`src/rtl/grs_reset_seq.sv`:
```
// Global reset sequencer: qualifies PLL lock, stretches the GRS_N pulse,
// then releases user reset after a gap. Any reset event (PLL loss,
// debounced board reset, software request) restarts the sequence from HOLD.
module grs_reset_seq #(
  parameter int unsigned LOCK_CYC     = 16,
  parameter int unsigned STRETCH_CYC  = 8,
  parameter int unsigned GAP_CYC      = 4,
  parameter int unsigned DEBOUNCE_CYC = 4
) (
  input  logic       clk,
  input  logic       rst,
  input  logic       pll_lock,
  input  logic       ext_rst_n,
  input  logic       sw_rst_req,
  output logic       grs_n,
  output logic       sys_rst_n,
  output logic [1:0] state,
  output logic [1:0] rst_cause
);

  typedef enum logic [1:0] {
    HOLD    = 2'd0,
    STRETCH = 2'd1,
    GAP     = 2'd2,
    RUN     = 2'd3
  } state_e;

  localparam logic [15:0] LOCK_TC    = 16'(LOCK_CYC - 1);
  localparam logic [15:0] STRETCH_TC = 16'(STRETCH_CYC - 1);
  localparam logic [15:0] GAP_TC     = 16'(GAP_CYC - 1);
  localparam logic [7:0]  DEB_TC     = 8'(DEBOUNCE_CYC - 1);

  localparam logic [1:0] CAUSE_PLL = 2'd1;
  localparam logic [1:0] CAUSE_EXT = 2'd2;
  localparam logic [1:0] CAUSE_SW  = 2'd3;

  logic [1:0]  sync_q;
  logic [7:0]  deb_cnt_q, deb_cnt_d;
  logic        ext_evt_q, ext_evt_d;
  state_e      state_q, state_d;
  logic [15:0] cnt_q, cnt_d;
  logic [1:0]  cause_q, cause_d;
  logic        grs_q, grs_d;
  logic        sys_q, sys_d;
  logic        rst_evt;

  // Two-flop synchronizer for the asynchronous board reset (idles high).
  always_ff @(posedge clk) begin
    if (rst) sync_q <= '1;
    else     sync_q <= {sync_q[0], ext_rst_n};
  end

  // Debounce: count consecutive synchronized samples that disagree with the
  // current filtered value; flip after DEBOUNCE_CYC of them.
  always_comb begin
    deb_cnt_d = '0;
    ext_evt_d = ext_evt_q;
    // sample disagrees when the line level equals the event flag
    // (low line while no event, or high line while event asserted)
    if (sync_q[1] == ext_evt_q) begin
      if (deb_cnt_q == DEB_TC) begin
        ext_evt_d = ~ext_evt_q;
        deb_cnt_d = '0;
      end else begin
        deb_cnt_d = deb_cnt_q + 8'd1;
      end
    end
  end

  // Debounce state registers.
  always_ff @(posedge clk) begin
    if (rst) begin
      deb_cnt_q <= '0;
      ext_evt_q <= 1'b0;
    end else begin
      deb_cnt_q <= deb_cnt_d;
      ext_evt_q <= ext_evt_d;
    end
  end

  assign rst_evt = ~pll_lock | ext_evt_q | sw_rst_req;

  // Sequencer next state, phase counter, cause capture and registered outputs.
  always_comb begin
    state_d = state_q;
    cnt_d   = cnt_q;
    cause_d = cause_q;
    if (rst_evt) begin
      state_d = HOLD;
      cnt_d   = '0;
      if (state_q != HOLD) begin
        if (!pll_lock)      cause_d = CAUSE_PLL;
        else if (ext_evt_q) cause_d = CAUSE_EXT;
        else                cause_d = CAUSE_SW;
      end
    end else begin
      case (state_q)
        HOLD: begin
          if (cnt_q == LOCK_TC) begin
            state_d = STRETCH;
            cnt_d   = '0;
          end else begin
            cnt_d = cnt_q + 16'd1;
          end
        end
        STRETCH: begin
          if (cnt_q == STRETCH_TC) begin
            state_d = GAP;
            cnt_d   = '0;
          end else begin
            cnt_d = cnt_q + 16'd1;
          end
        end
        GAP: begin
          if (cnt_q == GAP_TC) begin
            state_d = RUN;
            cnt_d   = '0;
          end else begin
            cnt_d = cnt_q + 16'd1;
          end
        end
        RUN: begin
          cnt_d = '0;
        end
        default: begin
          state_d = HOLD;
          cnt_d   = '0;
        end
      endcase
    end
    // outputs decoded from the next state so they are flops aligned with state
    grs_d = (state_d == GAP) || (state_d == RUN);
    sys_d = (state_d == RUN);
  end

  // Sequencer state registers.
  always_ff @(posedge clk) begin
    if (rst) begin
      state_q <= HOLD;
      cnt_q   <= '0;
      cause_q <= '0;
      grs_q   <= 1'b0;
      sys_q   <= 1'b0;
    end else begin
      state_q <= state_d;
      cnt_q   <= cnt_d;
      cause_q <= cause_d;
      grs_q   <= grs_d;
      sys_q   <= sys_d;
    end
  end

  assign grs_n     = grs_q;
  assign sys_rst_n = sys_q;
  assign state     = state_q;
  assign rst_cause = cause_q;

endmodule

```
`config.mk`:
```
export PLATFORM = sky130hd
export DESIGN_NAME = grs_reset_seq
export DESIGN_NICKNAME = d
export VERILOG_FILES = /design/src/rtl/grs_reset_seq.sv
export SDC_FILE = /design/constraint.sdc
export NUM_CORES = 1
export LEC_CHECK = 0
export BUFFER_PORTS_ARGS = -buffer_cell sky130_fd_sc_hd__buf_2
export CORE_UTILIZATION = 55
export CTS_CLUSTER_SIZE = 30
export DETAILED_ROUTE_END_ITERATION = 10
export GPL_TIMING_DRIVEN = 0
export PLACE_DENSITY = 0.8
export SLEW_MARGIN = 20
export SYNTH_ARGS = -nofsm -noshare
export SYNTH_HDL_FRONTEND = slang
export SYNTH_SLANG_ARGS = --single-unit
```
`constraint.sdc`:
```
create_clock -name clk -period 2.4 [get_ports clk]
set_input_delay 0.12 -clock clk [delete_from_list [all_inputs] [get_ports clk]]
set_output_delay 0.12 -clock clk [all_outputs]
set_load 0.02 [all_outputs]
```
# Word-level counts from Yosys, hierarchy flattened
# Cells that the tools add are included.
dict set report word_totals {
  regBits 33
  inputBits 5
  out_inout_bits 6
  word_cells 43
}
dict set report classes {
  add_sub_neg 2
  n_eq_ne 10
  muxes 11
  bitwise 5
  n_reduce_logical 7
}
# cell count
set ops {}
lappend ops {{16-bit case mux with 4 select lines} 1}
lappend ops {{16-bit 2-to-1 mux} 3}
lappend ops {{16-bit by 1-bit adder with 16-bit output, second input constant} 1}
lappend ops {{16-bit by 2-bit equality test with 1-bit output, second input constant} 1}
lappend ops {{16-bit by 3-bit equality test with 1-bit output, second input constant} 1}
lappend ops {{16-bit by 4-bit equality test with 1-bit output, second input constant} 1}
lappend ops {{2-bit 2-to-1 mux} 5}
lappend ops {{8-bit by 1-bit adder with 8-bit output, second input constant} 1}
lappend ops {{2-bit equality test, second input constant} 4}
lappend ops {{8-bit by 2-bit equality test with 1-bit output, second input constant} 1}
lappend ops {{2-bit case mux with 3 select lines} 1}
lappend ops {{2-bit AND reduction} 2}
lappend ops {{1-bit inverter} 3}
lappend ops {{3-bit OR reduction} 1}
lappend ops {{2-bit by 1-bit equality test with 1-bit output, second input constant} 1}
lappend ops {{2-bit logical NOT} 1}
lappend ops {{1-bit OR} 2}
lappend ops {{2-bit nonzero test} 1}
lappend ops {{2-bit OR reduction} 1}
lappend ops {{1-bit equality test} 1}
lappend ops {{1-bit logical OR} 1}
lappend ops {{1-bit 2-to-1 mux} 1}

# Longest topological paths before layout
# Gate-level depths: netlist (run 1).
dict set report logic_depth {
  word_depth 6
  depth_mapped 6
  ltp_nobuf 5
}

# Worst setup path after synthesis (run 1)
# Ideal clock, no wire load.
dict set report synth_path {
  path_type {reg2reg}
  start {register state_q[1] (netlist: state[1])}
  end {register cnt_q[15]}
  setup_ps 115
  arrival_time_ps 1661
  required_time_ps 2285
  setup_slack_ps 624
  stages_incl_launch_ff 7
  path_buffers 2
  synth_period_minus_slack_ps 1776
  path_cell_list {dfxtp_1 -> buf_2 -> nor4bb_1 -> o2111ai_1 -> a32oi_2 -> buf_6 -> nor2_1}
}
dict set report synth_via {
  elab_chain_cells 2
  word_cells_on_any_way 5
  cone_classes {3 x eq/ne; 1 x mux; 1 x reduce/logical}
}
# element line
set synth_rtl {}
lappend synth_rtl {{start, declared} 40} ;# state_e state_q, state_d;
lappend synth_rtl {{start signal, assigned} 145} ;# state_q <= state_d;
lappend synth_rtl {{2-bit equality test, or another cell as far along} 97} ;# case (state_q)
lappend synth_rtl {{16-bit case mux with 4 select lines *} 97}
lappend synth_rtl {{end signal, assigned} 146} ;# cnt_q <= cnt_d;
lappend synth_rtl {{end, declared} 41} ;# logic [15:0] cnt_q, cnt_d;
# Every way passes the cells marked *; elsewhere a longest branch is shown, timed or not.
# A chain may end at the register's enable or synchronous reset.

# Final worst setup path (run 1)
dict set report layout_path {
  start {register deb_cnt_q[0]}
  end {register deb_cnt_q[3]}
}
dict set report layout_via {
  elab_chain_cells 2
  word_cells_on_any_way 3
  cone_classes {1 x add/sub; 1 x eq/ne; 1 x reduce/logical}
}
# element line
set layout_rtl {}
lappend layout_rtl {{start, declared} 38} ;# logic [7:0] deb_cnt_q, deb_cnt_d;
lappend layout_rtl {{start signal, assigned} 76} ;# deb_cnt_q <= deb_cnt_d;
lappend layout_rtl {{parallel branches: the longest is 2 deep, another holds 8-bit by 1-bit adder with 8-bit output} -}
# Parallel ways; which one is timed is not known.

==> results of run 1 <==
-- worst max-delay path, cell delays in order (launching register included) --
cell     delay (ns)
dfxtp_1        0.40
ha_1           0.24
or4b_1         0.44
nor4_1         0.36
or3_1          0.18
buf_2          0.18
nor2_1         0.07
-- flip-flops by register name, indices dropped and copies added, names as in the netlist --
| register | count |
|---|---|
| cnt_q | 16 |
| deb_cnt_q | 8 |
| ext_evt_q | 1 |
| grs_n | 1 |
| rst_cause | 2 |
| state | 2 |
| sync_q | 2 |
| sys_rst_n | 1 |
-- stage by stage --
stage / hold WS, ns / setup slack (ns) / utilization, % / instances / instance area (µm²)
2_1_floorplan: 0.193 / 0.624 / - / 158 / 1450
3_3_place_gp: 0.303 / 0.477 / 62.2 / 198 / 1540
3_5_place_dp: 0.310 / 0.446 / 62.2 / 198 / 1540
4_1_cts: 0.0132 / 0.420 / 66.1 / 207 / 1640
5_1_grt: 0.0217 / 0.224 / 66.1 / 207 / 1640
6_report: 0.0211 / 0.439 / 66.1 / 207 / 1640
-- per-layer routing --
metal | wire (µm) | GRT usage (%) | up-vias | part of all wire (%)
li1 | - | - | 582 | -
met1 | 1200 | 22.9 | 517 | 46
met2 | 1260 | 34.2 | 21 | 49
met3 | 84 | 5.17 | 6 | 3.3
met4 | 44 | 9.21 | 0 | 1.7
met5 | 0 | 0 | - | 0
-- power by group through the flow --
stage	Sequential [µW]	Clock [µW]	Combinational, µW
5_1_grt	553	451	23.6
3_3_place_gp	565	0	19.4
3_5_place_dp	565	0	20.3
4_1_cts	552	437	21.6
6_report	552	428	21.6
2_1_floorplan	565	0	11.8
-- kinds of logic (layout without fill, tap and decap cells) --
family	count (synthesis)	in the layout	share of synthesized area, %
flops	33	33	45.4
xor+xnor	21	21	12.7
compound gates	10	10	5.51
simple gates	82	82	30.6
buf+inv	9	28	3.18
fa+ha+maj	3	3	2.58
-- final timing paths --
kind	cells past startpoint	slack, ns	endpoint
worst max-delay path	6	0.44	deb_cnt_q[3]
worst min-delay path	2	0.02	rst_cause[0]
worst max register to register	6	0.44	deb_cnt_q[3]
worst min register to register	1	0.43	sync_q[1]
-- synthesized netlist by cell type (all sizes together) --
| master | count |
|---|---|
| inv | 4 |
| xor2 | 8 |
| or4b | 1 |
| and3 | 2 |
| xnor2 | 13 |
| buf | 5 |
| ha | 3 |
| nand4 | 5 |
| a21oi | 1 |
| a32oi | 1 |
| or3 | 1 |
| o2111ai | 1 |
| and4b | 1 |
| a211oi | 2 |
| nor2 | 33 |
| nor4bb | 1 |
| nor3b | 2 |
| nand3 | 10 |
| nor2b | 1 |
| nor4 | 8 |
| o21a | 2 |
| or2 | 2 |
| and3b | 1 |
| dfxtp | 33 |
| o21ai | 2 |
| o311a | 1 |
| nor4b | 1 |
| nor3 | 6 |
| nand2 | 7 |
-- cells in the final DEF (no fill, tap or decap), types with 2 or more instances in the layout --
master,netlist,layout
nor4_2,3,3
buf_2,4,14
xor2_1,8,8
o21a_1,2,2
ha_1,3,3
clkbuf_4,0,5
dfxtp_1,33,33
and3_1,2,2
nor4_1,5,5
o21ai_0,2,2
or2_2,2,2
a211oi_1,2,2
inv_1,4,4
nand4_1,5,5
nor3_1,6,6
nand2_1,7,7
xnor2_1,13,13
nand3_1,10,10
nor2_1,33,33
nor3b_1,2,2
-- final cells by class --
class | instances | area (µm²) | area share (%)
multi-input combinational | 116 | 747 | 45.6
sequential | 33 | 661 | 40.4
timing repair buffer | 11 | 60.1 | 3.67
clock buffer | 7 | 55.1 | 3.36
tap | 30 | 37.5 | 2.29
buffer | 5 | 31.3 | 1.91
clock inverter | 1 | 30.0 | 1.83
inverter | 4 | 15.0 | 0.917
-- what timing repair did --
item / in CTS / in global routing
hold buffers: 1 / 0
endpoints found under the hold margin: 1 / 0
endpoints found under the setup margin: 0 / 0
==> impl_metrics.yaml, run 1 <==
pwr:
  p_leak_uw: 0.000570
  vdd_drop_max_mv: 0.404
  p_total_uw: 1000
  pwr-share-seq_pct: 55.1
  power.density_mw_per_mm2: 612
  internal-power_uw: 809
  combPwrFrac_pct: 2.2
  p_clk_share_pct: 42.7
  p_switching_uw: 193
  netSwitchingFraction_pct: 19.3
floorplanning:
  die_h_um: 53.4
  initial_core_util_pct: 58.7
  core.rowCount: 18
  core-area_mm2: 0.00248
  io_pins: 11
  die_x_um: 53.4
  die_area_mm2: 0.00285
critical_path:
  critPathLaunch: "deb_cnt_q[0]"
  r2r-start: "deb_cnt_q[0]"
  end_kind: "flop"
  critPathArrivalTime_ns: 2.19
  crit_fanout: 8
  worstSetupPathType: "flop to flop"
  crit_required_ns: 2.62
  startpoint_type: "flop"
clocking:
  clock_sinks: 33
  cts.repair.resized: 0
  cts_buffer_depth: 2
  ctsHtreeMaxLevel: 2
  path_clk_slew_ns: 0.10
  cts_tree: "built"
  post_cts_buffers: 0
  clock_latency_ns: 0.33
  cts_root_buf: "clkbuf_4"
  cts_made_buffers: 5
synth:
  seq_area_frac_synth_pct: 45.4
  netlist.top_cell.by_area: "dfxtp_1"
  synth.distinct_cells: 31
  ys_warn_count: 0
  synth_top_area_share_pct: 45.4
  synth_nets: 166
  synth-seq-cells: 33
  synthCells: 158
  synth.area.top_cells: "dfxtp_1, nor2_1, xnor2_1"
  syn_area_mm2: 0.00145
  postSynthAreaPerCell_um2: 9.20
cells_and_area:
  fill_cells: 195
  fin_nets: 184
  num_antenna_cells: 0
  drive_gt1_share_pct: 16.4
  area_growth_pct: 12.6
sta:
  max_freq_mhz: 510
  worst_slew_pin_slew_ns: 0.447
  clock_skew_ns: 0.00350
  rsz0062_at_grt: "no"
  min_period_over_period_pct: 81.7
  hold_viol_final: 0
  setup_viol: 0
  relSlewSlack_pct: 69.9
  min_period_ns: 1.96
  maxSlewViolCount: 0
  setup_tns_ns: 0
min_path:
  worstHoldPathType: "input port to flop"
  min_from: "pll_lock"
grt:
  antenna_found_initial: 0
  grt_max_degree: 11
  grt_pass1_wl_mm: 4.05
  grt_use_total_pct: 20.0
  grt-ovfl-total: 0
  grt_pass1_vias: 1003
placed_design:
  hpwl_mm: 1.86
  io_buffer_count: 10
  globalplace.congestion: 0.794
drt:
  vias_per_cell: 5.44
  num_vias: 1126
  routed_wl_mm: 2.58
  ant_nets: 0
  drtIter0Drc: 17
  post-route-drc-count: 0
  drt_pass1_iterations: 4
  routedWlPerCell_um: 12.5
job:
  cap_violations: 0
run_status:
  status: "finished clean"
Note: power is estimated with default switching activity, not from simulation.
==> run 2, diff against run 1 <==
--- a/config.mk
+++ b/config.mk
@@ -5,6 +5,7 @@
 export SDC_FILE = /design/constraint.sdc
 export NUM_CORES = 1
 export LEC_CHECK = 0
+export ABC_AREA = 1
 export BUFFER_PORTS_ARGS = -buffer_cell sky130_fd_sc_hd__buf_2
 export CORE_UTILIZATION = 55
 export CTS_CLUSTER_SIZE = 30
==> constraint.sdc (replaced) <==
create_clock -name clk -period 2 [get_ports clk]
set_input_delay 0.1 -clock clk [delete_from_list [all_inputs] [get_ports clk]]
set_output_delay 0.1 -clock clk [all_outputs]
set_load 0.02 [all_outputs]
==> run 2 against run 1 <==
Die area is 9.2% higher. Synthesized cell count increased by 34%. Sequential power grew 20%. Critical path type unchanged. Via count is 15% higher. Largest cell class unchanged. Critical endpoint is now cnt_q[9]. Clock skew up 0.0080 ns. Utilization is 0.54 points lower.
==> impl_metrics.yaml, run 2 <==
grt:
  antenna_found_initial: 0
  grt-ovfl-total: 0
  grt_max_degree: 11
  grt_pass1_vias: 1185
  grt_use_total_pct: 18.5
  grt_pass1_wl_mm: 4.55
clocking:
  clock_latency_ns: 0.33
  cts_buffer_depth: 2
  path_clk_slew_ns: 0.10
  cts_tree: "built"
  clock_sinks: 33
  cts.repair.resized: 0
  post_cts_buffers: 0
  ctsHtreeMaxLevel: 2
  cts_root_buf: "clkbuf_4"
  postCtsHoldBufs: 4
  cts_made_buffers: 5
synth:
  ys_warn_count: 0
  yosys-top-cells-count: "nand2_1, dfxtp_1, nor2_1, inv_1"
  synth_nets: 220
  yosysMostFrequentCell: "nand2_1"
  yosys.area_share.adder_pct: 2.36
  synth_compound_area_share_pct: 4.63
  seq_area_frac_synth_pct: 41.5
  synth_top_area_share_pct: 41.5
  synth_edf_count: 0
  synth.distinct_cells: 24
  synth-seq-cells: 33
  syn_area_mm2: 0.00159
  synth.area.top_cells: "dfxtp_1, nand2_1, nor2_1"
  synth_xor_area_share_pct: 7.15
  postSynthAreaPerCell_um2: 7.51
  synth.mux.area_fraction_pct: 0
  netlist.top_cell.by_area: "dfxtp_1"
  synth_simple_gate_area_share_pct: 36.8
  synthCells: 212
  synth_top_family_by_area: "simple AND/OR/NAND/NOR gates"
  async_flop_share_pct: 0
  synth_ff_type: "dfxtp_1"
critical_path:
  startpoint_type: "flop"
  cp_slowest_cell: "dfxtp_1"
  worstSetupPathType: "flop to flop"
  r2r_end: "cnt_q[9]"
  critPathMaxStageDelay_ns: 0.41
  path_cells: "ha_1, nand3_1, nor2_1, nand2_2, nand2_2, nand3_2, nand2_4, buf_12, nor2_2"
  critical_path.top_delay_family: "simple AND/OR/NAND/NOR gates"
  r2r-start: "cnt_q[0]"
  crit_buf_inv: 1
  crit_required_ns: 2.22
  critPathArrivalTime_ns: 1.78
  crit_fanout: 10
  crit_top_cell: "nand2_2"
  rrSetupSlack_ns: 0.44
  r2r_cells: 9
  end_kind: "flop"
drt:
  vias_per_cell: 4.88
  num_vias: 1294
  routedWlPerCell_um: 9.89
  drtIter0Drc: 31
  ant_nets: 0
  drt_pass1_iterations: 4
  routed_wl_mm: 2.62
  post-route-drc-count: 0
placed_design:
  placed_cell_area_mm2: 0.00168
  dp_cells: 253
  hpwl_mm: 2.00
  io_buffer_count: 10
  dp_slack_ns: 0.453
  globalplace.congestion: 0.844
sta:
  setup_tns_ns: 0
  hold_viol_final: 0
  max_freq_mhz: 642
  rsz0062_at_grt: "no"
  maxSlewViolCount: 0
  clock_skew_ns: 0.0115
  worst_slew_pin_slew_ns: 0.278
  relSlewSlack_pct: 81.3
  setup_viol: 0
  hold_ws_ns: 0.197
  layout_setup_ws_ns: 0.443
  min_period_ns: 1.56
  min_period_over_period_pct: 77.9
cells_and_area:
  top_register: "cnt_q"
  reg_top3: "cnt_q x16, deb_cnt_q x8"
  fill_cells: 241
  area_growth_pct: 13.4
  final_common_cell: "nand2_1"
  fin_area_mm2: 0.00181
  largest_reg_flops: 16
  drive_gt1_share_pct: 20.1
  final_cells: 265
  fin_nets: 241
  mostFrequentLayoutCells: "nand2_1, dfxtp_1, nor2_1"
  num_antenna_cells: 0
floorplanning:
  core-area_mm2: 0.00276
  io_pins: 11
  initial_core_util_pct: 57.8
  core.rowCount: 19
  die_area_mm2: 0.00312
  die_h_um: 55.8
  die_x_um: 55.8
min_path:
  min_from: "sw_rst_req"
  holdPathStages: 6
  holdPathEnd: "rst_cause[1]"
  worstHoldPathType: "input port to flop"
job:
  cap_violations: 0
pwr:
  vdd_drop_max_mv: 0.650
  power.density_mw_per_mm2: 669
  p_leak_uw: 0.000730
run_status:
  status: "finished clean"
==> run 2: how the worst max path moves through the flow <==
stage              from         to  slack (ns)  cells past startpoint
6_report       cnt_q[0]   cnt_q[9]        0.44                      9
5_1_grt        cnt_q[0]   cnt_q[9]        0.30                      9
4_1_cts        cnt_q[0]   cnt_q[9]        0.43                      9
3_5_place_dp   cnt_q[0]   cnt_q[8]        0.45                      9
3_3_place_gp   cnt_q[0]   cnt_q[0]        0.49                      9
2_1_floorplan  cnt_q[0]  cnt_q[12]        0.61                      9
==> run 2: cells by family after synthesis <==
| group | after synthesis |
|---|---|
| buf+inv | 28 |
| flops | 33 |
| xor+xnor | 13 |
| compound gates | 14 |
| fa+ha+maj | 3 |
| simple gates | 121 |
==> run 2: cell type report <==
class | count | area (µm²) | share of cell area, %
Buffer | 1 | 20.0 | 1.11
Clock buffer | 7 | 55.1 | 3.05
Clock inverter | 1 | 30.0 | 1.66
Inverter | 27 | 101 | 5.61
Multi-Input combinational cell | 151 | 811 | 44.9
Sequential cell | 33 | 661 | 36.6
Tap cell | 31 | 38.8 | 2.15
Timing Repair Buffer | 14 | 90.1 | 4.99
==> run 2: tightest hold or removal path, stage by stage <==
cell	delay (ns)
buf_2	0.07
inv_1	0.03
nand3b_1	0.10
nand2_1	0.08
nand2_1	0.06
a21oi_1	0.05
==> run 2: power by group <==
group | switching (µW) | leakage [µW] | internal (µW)
sequential | 2.25 | 0.000266 | 660
clock | 216 | 0.0000455 | 298
combinational | 16.0 | 0.000418 | 16.4
total | 235 | 0.000730 | 975
==> run 2: stage by stage <==
stage | util [%] | total power (µW)
2_1_floorplan | - | 696
3_3_place_gp | 61.0 | 704
3_5_place_dp | 61.0 | 705
4_1_cts | 65.5 | 1220
5_1_grt | 65.5 | 1250
6_report | 65.5 | 1210
==> run 2: metal layers <==
layer | wire [µm] | GRT usage [%]
met5 | 0 | 0
met1 | 1250 | 20.6
met4 | 44 | 8.36
met3 | 74 | 6.28
met2 | 1250 | 31.8
==> run 3, diff against run 2 <==
==> constraint.sdc (replaced) <==
create_clock -name clk -period 1.5 [get_ports clk]
set_input_delay 0.075 -clock clk [delete_from_list [all_inputs] [get_ports clk]]
set_output_delay 0.075 -clock clk [all_outputs]
set_load 0.02 [all_outputs]
==> run 3 against run 2 <==
Utilization up 2.6 points. Worst hold slack worse by 0.026 ns. First-iteration DRC count grew 19%. Final area increased by 4.0%. Combinational power rose by 47%.
==> impl_metrics.yaml, run 3 (synthesis gave the netlist of run 2 again) <==
critical_path:
  crit_fanout: 10
  rrSetupSlack_ns: 0.02
  path_cells: "ha_1, nand3_2, nor2_2, nand3_2, nand2_2, inv_2, nand2_4, buf_12, nor2_2"
  critPathArrivalTime_ns: 1.70
  worstSetupPathType: "flop to flop"
  cp_slowest_cell: "dfxtp_4"
  crit_buf_inv: 2
  r2r_cells: 9
  end_kind: "flop"
  critical_path.top_delay_family: "simple AND/OR/NAND/NOR gates"
  r2r-start: "cnt_q[0]"
  startpoint_type: "flop"
  critPathMaxStageDelay_ns: 0.38
  crit_required_ns: 1.73
  r2r_end: "cnt_q[9]"
placed_design:
  dp_cells: 253
  dp_slack_ns: -0.0468
  globalplace.congestion: 0.844
  hpwl_mm: 2.00
  io_buffer_count: 10
sta:
  layout_setup_ws_ns: 0.0212
  relSlewSlack_pct: 80.6
  hold_ws_ns: 0.171
  hold_viol_final: 0
  worst_slew_pin_slew_ns: 0.290
  maxSlewViolCount: 0
  min_period_over_period_pct: 98.6
  setup_viol: 0
  min_period_ns: 1.48
  max_freq_mhz: 676
  clock_skew_ns: 0.0109
floorplanning:
  die_x_um: 55.8
  io_pins: 11
  core.rowCount: 19
  die_area_mm2: 0.00312
  initial_core_util_pct: 57.8
  core-area_mm2: 0.00276
  die_h_um: 55.8
min_path:
  holdPathStages: 6
  worstHoldPathType: "input port to flop"
  holdPathEnd: "rst_cause[1]"
  min_from: "sw_rst_req"
clocking:
  cts_root_buf: "clkbuf_4"
  path_clk_slew_ns: 0.10
  ctsHtreeMaxLevel: 2
  cts_tree: "built"
  cts_made_buffers: 5
  clock_latency_ns: 0.33
  clock_sinks: 33
  cts_buffer_depth: 2
drt:
  drtIter0Drc: 37
  drt_pass1_iterations: 4
  wl_met2_mm: 1.37
  routed_wl_mm: 2.80
  routedWlPerCell_um: 10.3
  vias_per_cell: 4.94
  post-route-drc-count: 0
  routed.top_layer: "met4"
  drt-met1-wl_mm: 1.29
  num_vias: 1339
  ant_nets: 0
  route.met3.wl_um: 85
grt:
  grt_use_total_pct: 18.5
  grt-ovfl-total: 0
  grt_pass1_wl_mm: 4.55
  grt_max_degree: 11
  grt_pass1_vias: 1185
  antenna_found_initial: 0
pwr:
  power.density_mw_per_mm2: 860
  p_leak_uw: 0.000759
  vdd_drop_max_mv: 0.868
run_status:
  status: "finished clean"
cells_and_area:
  area_growth_pct: 18.0
  fin_nets: 247
  final_common_cell: "nand2_1"
  num_antenna_cells: 0
  postLayoutCoreUtil_pct: 68.1
  final_cells: 271
  reg_top3: "cnt_q x16, deb_cnt_q x8"
  drive_gt1_share_pct: 25.0
  largest_reg_flops: 16
  top_register: "cnt_q"
  mostFrequentLayoutCells: "nand2_1, nor2_1, dfxtp_1"
  fill_cells: 223
job:
  cap_violations: 0
run 3: repair_timing:
| item | CTS | global route |
|---|---|---|
| resized for setup | 2 | 7 |
| setup endpoints to repair | 10 | 15 |
| endpoints found under the hold margin | 4 | 0 |
| buffers inserted | 0 | 6 |
| pin swaps | 0 | 4 |
| hold buffers | 4 | 0 |
run 3: per-stage QoR:
step	TNS [ns]	area, µm²	power [µW]
after floorplan	0	1590	927
after global placement	-0.0803	1680	938
after detailed placement	-0.421	1680	940
after CTS	0	1810	1620
after global routing	-0.336	1880	1670
final	0	1880	1620
run 3: per-layer routing:
| metal | track usage, % | vias to the layer above |
|---|---|---|
| met1 | 20.6 | 600 |
| met4 | 8.36 | 0 |
| met5 | 0 | - |
| met3 | 6.28 | 7 |
| li1 | - | 720 |
| met2 | 31.8 | 12 |
run 3: how the worst max path moves through the flow:
stage | depth (start not counted) | end | startpoint | slack [ns]
3_5_place_dp | 9 | cnt_q[8] | cnt_q[0] | -0.05
3_3_place_gp | 9 | cnt_q[0] | cnt_q[0] | -0.01
6_report | 9 | cnt_q[9] | cnt_q[0] | 0.02
4_1_cts | 9 | cnt_q[9] | cnt_q[0] | 0.008
5_1_grt | 9 | cnt_q[9] | cnt_q[0] | -0.06
2_1_floorplan | 9 | cnt_q[12] | cnt_q[0] | 0.11
run 3: where the power goes:
part	internal, µW	switching [µW]	leakage (µW)	total, µW
logic	25.5	22.1	0.000445	47.7
registers	879	3.40	0.000269	883
clock network	398	288	0.0000455	686
total	1300	313	0.000759	1620
run 3: worst reg2reg max path: stages, from the launching register on:
cell     delay, ns
dfxtp_4       0.38
ha_1          0.19
nand3_2       0.14
nor2_2        0.17
nand3_2       0.11
nand2_2       0.08
inv_2         0.04
nand2_4       0.08
buf_12        0.14
nor2_2        0.03
run 3: final cells by class:
cell class / count / area (µm²) / share of cell area [%]
Multi-Input combinational cell: 151 / 831 / 44.2
Buffer: 1 / 20.0 / 1.07
Tap cell: 31 / 38.8 / 2.06
Clock buffer: 7 / 55.1 / 2.93
Sequential cell: 33 / 668 / 35.6
Clock inverter: 1 / 30.0 / 1.60
Inverter: 27 / 101 / 5.39
Timing Repair Buffer: 20 / 135 / 7.19
